==> config.mk <==
export PLATFORM = sky130hd
export DESIGN_NAME = rc5_key_schedule
export DESIGN_NICKNAME = d
export VERILOG_FILES = /design/src/rtl/rc5_key_schedule.sv
export SDC_FILE = /design/constraint.sdc
export NUM_CORES = 2
export LEC_CHECK = 0
export CAP_MARGIN = 20
export CORE_MARGIN = 2
export CORE_UTILIZATION = 47
export CTS_CLUSTER_SIZE = 30
export DETAILED_ROUTE_END_ITERATION = 12
export MAX_ROUTING_LAYER = met4
export PLACE_DENSITY = 0.73
export SLEW_MARGIN = 0
export SYNTH_ARGS = -nofsm -noshare
export SYNTH_HDL_FRONTEND = slang
export SYNTH_SLANG_ARGS = --single-unit
==> constraint.sdc <==
create_clock -name clk -period 6.6 [get_ports clk]
set_input_delay 1.32 -clock clk [delete_from_list [all_inputs] [get_ports clk]]
set_output_delay 1.32 -clock clk [all_outputs]
set_load 0.02 [all_outputs]
==> src/rtl/rc5_key_schedule.sv <==
// RC5 key expansion: builds S[0..T-1] from a B-byte key and serves it on two registered read ports.
// Optional build macro RC5_ZEROIZE_EN adds an iZeroize input that wipes all key material.
module rc5_key_schedule #(
  parameter int W = 32,
  parameter int R = 12,
  parameter int B = 16
) (
  input  logic                          clk,
  input  logic                          rst,
`ifdef RC5_ZEROIZE_EN
  input  logic                          iZeroize,
`endif
  input  logic                          iStart,
  input  logic [8*B-1:0]                iKey,
  input  logic [$clog2(2*(R+1))-1:0]    iS_address1,
  input  logic [$clog2(2*(R+1))-1:0]    iS_address2,
  output logic [W-1:0]                  oS_sub_i1,
  output logic [W-1:0]                  oS_sub_i2,
  output logic                          oBusy,
  output logic                          oReady
);

  localparam int T  = 2 * (R + 1);
  localparam int TL = $clog2(T);
  localparam int WB = W / 8;
  localparam int C  = (B + WB - 1) / WB > 1 ? (B + WB - 1) / WB : 1;
  localparam int N  = 3 * (T > C ? T : C);
  localparam int CL = C > 1 ? $clog2(C) : 1;
  localparam int NL = $clog2(N + 1);
  localparam int LG = $clog2(W);

  localparam logic [63:0] PSEL = (W == 16) ? 64'hB7E1 :
                                 (W == 32) ? 64'hB7E15163 : 64'hB7E151628AED2A6B;
  localparam logic [63:0] QSEL = (W == 16) ? 64'h9E37 :
                                 (W == 32) ? 64'h9E3779B9 : 64'h9E3779B97F4A7C15;
  localparam logic [W-1:0] P = PSEL[W-1:0];
  localparam logic [W-1:0] Q = QSEL[W-1:0];

  typedef enum logic [2:0] {IDLE, LOAD, INIT, MIX_S, MIX_L, DONE} state_t;

  state_t          state, stateNext;
  logic [W-1:0]    sMem [T];
  logic [W-1:0]    lMem [C];
  logic [W-1:0]    aReg, bReg, acc;
  logic [TL-1:0]   i;
  logic [CL-1:0]   j;
  logic [NL-1:0]   n;
  logic            zero;

  logic [W-1:0]    sSum, lSum, abSum, aNew, bNew, rd1, rd2;
  logic [C*W-1:0]  keyPad;
  logic            startAcc;

`ifdef RC5_ZEROIZE_EN
  assign zero = iZeroize;
`else
  assign zero = 1'b0;
`endif

  function automatic logic [W-1:0] rotl(input logic [W-1:0] x, input logic [LG-1:0] s);
    logic [2*W-1:0] d;
    d = {x, x} << s;
    return d[2*W-1:W];
  endfunction

  assign startAcc = iStart && (state == IDLE || state == DONE);
  assign oBusy    = (state == LOAD) || (state == INIT) || (state == MIX_S) || (state == MIX_L);
  assign oReady   = (state == DONE);

  always_comb begin
    keyPad = '0;
    keyPad[8*B-1:0] = iKey;
    abSum = aReg + bReg;
    sSum  = sMem[i] + abSum;
    lSum  = lMem[j] + abSum;
    aNew  = rotl(sSum, LG'(3));
    bNew  = rotl(lSum, abSum[LG-1:0]);
    // Out-of-range addresses (T..2^TL-1) read as zero rather than aliasing.
    rd1 = ({1'b0, iS_address1} < (TL+1)'(T)) ? sMem[iS_address1] : '0;
    rd2 = ({1'b0, iS_address2} < (TL+1)'(T)) ? sMem[iS_address2] : '0;
  end

  always_comb begin
    stateNext = state;
    case (state)
      IDLE, DONE: if (iStart) stateNext = LOAD;
      LOAD:       stateNext = INIT;
      INIT:       if (i == TL'(T - 1)) stateNext = MIX_S;
      MIX_S:      stateNext = MIX_L;
      MIX_L:      stateNext = (n == NL'(N - 1)) ? DONE : MIX_S;
      default:    stateNext = IDLE;
    endcase
  end

  always_ff @(posedge clk) begin
    if (rst || zero) state <= IDLE;
    else             state <= stateNext;
  end

  always_ff @(posedge clk) begin
    if (rst || zero) begin
      for (int k = 0; k < T; k++) sMem[k] <= '0;
      for (int k = 0; k < C; k++) lMem[k] <= '0;
      aReg      <= '0;
      bReg      <= '0;
      acc       <= '0;
      i         <= '0;
      j         <= '0;
      n         <= '0;
      oS_sub_i1 <= '0;
      oS_sub_i2 <= '0;
    end else begin
      oS_sub_i1 <= rd1;
      oS_sub_i2 <= rd2;
      case (state)
        IDLE, DONE: begin
          // Key is packed into L[] on the accepting edge, so iKey need not be held.
          if (startAcc)
            for (int k = 0; k < C; k++) lMem[k] <= keyPad[k*W +: W];
        end
        LOAD: begin
          acc <= P;
          i   <= '0;
        end
        INIT: begin
          sMem[i] <= acc;
          acc     <= acc + Q;
          if (i == TL'(T - 1)) begin
            i    <= '0;
            j    <= '0;
            aReg <= '0;
            bReg <= '0;
            n    <= '0;
          end else begin
            i <= i + 1'b1;
          end
        end
        MIX_S: begin
          sMem[i] <= aNew;
          aReg    <= aNew;
        end
        MIX_L: begin
          lMem[j] <= bNew;
          bReg    <= bNew;
          i       <= (i == TL'(T - 1)) ? '0 : i + 1'b1;
          j       <= (j == CL'(C - 1)) ? '0 : j + 1'b1;
          n       <= n + 1'b1;
        end
        default: ;
      endcase
    end
  end

endmodule
==> impl_metrics.ini <==
[status]
run_status = finished clean

[sta]
drv_slew = 0
tightest_slew_ps = 1360
relSlewSlack = 0.08623
holdWs_ps = 455.7
timing.final.crit_share = 0.9669
setup_viol = 0
finalSetupTns_ps = 0
clock_skew_ps = 64.68
fmax_mhz = 156.7
hold_viol_final = 0
fin_crit_ps = 6382

[power_and_ir_drop]
powerDensity_nw_per_um2 = 239.2
peakVddDrop_v = 0.0002179
leakage_nw = 31.05
total_power_mw = 21.52

[place]
port_buffers = 206
routabilityCongestion = 0.9735
hpwl_um = 172200

[yosys]
synth_fp_nets = 6531
ys.flop_type = edfxtp_1
synthDistinctLibCells = 106
synth_area_leaders = edfxtp_1 43%, mux4_2 23%, nor2_1 5.3%
synth_top_area_frac = 0.4349
synth.cell_area_um2 = 79550
async_flop_share = 0
ys_warn_count = 0
yosysTopAreaCell = edfxtp_1
synth_edf_count = 1152
post_synth.cell_area_avg_um2 = 12.65
yosysSeqAreaShare = 0.4812
ys_ff_latch = 1336
postSynthCellCount = 6289

[drt]
firstDrtPassIters = 8
routed_wl_um = 291800
num_vias = 62104
ant_nets = 0
via_per_inst = 7.168
wl_per_cell_um = 33.68
drt-initial-drc-count = 10505
drc = 0

[cells_and_area]
layout.nets = 6572
area_growth_pct = 13.14
layout-drive-gt1-share = 0.2338
finish.utilization = 0.5370

[global_routing]
grt_usage = 0.3404
grt_first_pass_wirelength_um = 414800
grt_pass1_vias = 60665
grt_antenna_before_repair = 7
grt_overflow_total = 0
grt_max_degree = 111

[floorplanning]
core_area_um2 = 167600
io_pins = 207
num_rows = 150
die_h_um = 415.4
die_area_um2 = 172600
die_w_um = 415.4
start_util = 0.4746

[critical_path]
criticalPathCategory = reg2reg
start_kind = flop
required_ps = 7180
worstPathMaxFanout = 5
r2r_start = aReg[0]
endpoint_kind = flop
r2r_cells = 24
cp-startpoint = aReg[0]
arrival_ps = 6960

[clock_tree]
clockRootBuffer = clkbuf_16
htree_levels = 4
cts_sinks = 1336
numCtsBuffers = 148
holdBufCountCts = 0
clockBufferDepth = 3
clock_latency_ps = 850
cts_tree = built
clkSlewWorstSetupHoldPaths_ps = 70

[hold_path]
min_path_type = reg2reg
min_delay_path_depth = 2
worstHoldStart = aReg[28]

[run]
drv_cap = 0
## final cells by class
type / instances / area (um2)
flip-flops and latches: 1336 / 38290
diodes: 9 / 22.52
clock buffers: 194 / 4024
fillers: 13443 / 77600
clock inverters: 77 / 880.8
multi-input cells: 4325 / 39530
repair buffers: 437 / 4182
well taps: 2204 / 2758
inverters: 82 / 307.8
## metrics by stage
step           cell area, um2  instances  setup WS [ps]
6_report                90000       8664          218.3
5_1_grt                 89990       8660         -10.81
4_1_cts                 89630       8643          90.53
3_5_place_dp            84720       8372         -207.2
3_3_place_gp            84720       8371         -216.2
2_1_floorplan           79570       6289          7.824
## layer usage
| metal | global-route usage | vias up | share of wire |
|---|---|---|---|
| met5 | - | - | 0 |
| met4 | 0.2242 | 0 | 0.082 |
| met3 | 0.1153 | 1438 | 0.15 |
| met2 | 0.4934 | 5573 | 0.44 |
| met1 | 0.4040 | 30459 | 0.32 |
| li1 | - | 24634 | - |
## sequential cells by signal, indices dropped and copies added (netlist names), 3 cells and up, named ones only
register,count
lMem,128
acc,32
sMem,1024
oS_sub_i1,32
aReg,32
oS_sub_i2,32
bReg,32
i,5
n,7
state,3
## cells in the mapped netlist (22+ instances only)
master	number
xor2_1	27
clkbuf_1	423
a211oi_1	27
ha_1	98
o21ai_1	51
o31ai_1	24
nor2_1	1131
nor3_1	132
o21ai_0	191
mux4_2	801
mux2_2	39
nand3_1	65
o211ai_1	28
mux2i_1	297
o21a_1	22
edfxtp_1	1152
inv_1	78
a21oi_1	324
a22o_1	26
xnor2_1	56
nand2_1	349
nand2b_1	57
o22ai_1	68
and2_1	22
buf_1	90
nand4_1	25
buf_2	30
o221ai_1	89
a21o_1	62
dfxtp_1	184
## critical path: stages, from the launching register on
cell	delay [ps]
dfxtp_1	340
ha_1	190
inv_1	70
fa_2	380
nand2b_1	220
a21oi_1	210
o21ai_0	90
nor2b_1	170
xnor2_1	510
ha_1	410
nand2_1	90
o21ai_0	90
o211ai_1	190
a21oi_1	190
o311ai_0	540
a2111oi_2	110
nor3_1	450
buf_4	210
nor4_1	50
or4_1	550
a22oi_1	340
nand2_1	160
a31oi_1	290
buf_4	190
o21ai_0	80
## power by group
| part | switching (mW) | internal, mW |
|---|---|---|
| registers | 0.212 | 9.51 |
| logic | 1.99 | 1.30 |
| clock network | 3.66 | 4.85 |
## placed cells by master (no fill, tap or decap), types with 29 or more instances in the layout
cell,count
xnor2_1,53
buf_4,204
a21oi_1,308
clkbuf_1,34
nand2b_1,29
o21ai_1,53
nor2_1,1122
mux2_2,39
mux4_2,801
clkbuf_16,151
ha_1,96
clkdlybuf4s50_1,195
a21o_1,61
nor3_1,129
o22ai_1,68
nand3_1,65
inv_1,78
mux2i_1,292
o21ai_0,189
dfxtp_1,178
edfxtp_1,1152
o221ai_1,89
nand2_1,322
## cell families (layout without fill, tap and decap cells)
group | Yosys count | in the layout | share of synthesized area
flops | 1336 | 1336 | 0.4812
buf+inv | 629 | 790 | 0.03034
xor+xnor | 88 | 88 | 0.01049
compound gates | 1083 | 1083 | 0.08881
fa+ha+maj | 102 | 102 | 0.01630
mux | 1144 | 1144 | 0.2712
other cells | 0 | 9 | 0
simple gates | 1907 | 1908 | 0.1016
## timing repair
item / in CTS / in global routing
endpoints found under the setup margin: 32 / 423
gates resized for setup: 1 / 37
setup buffers: 0 / 7
pin swaps: 0 / 7
gates cloned: 0 / 1
## final timing paths
| check | end | slack (ps) |
|---|---|---|
| max reg2reg | lMem[2][16] | 220 |
| min reg2reg | aReg[28] | 460 |
| min | aReg[28] | 460 |
| max | lMem[2][16] | 220 |
(Power assumes the default switching activity.)
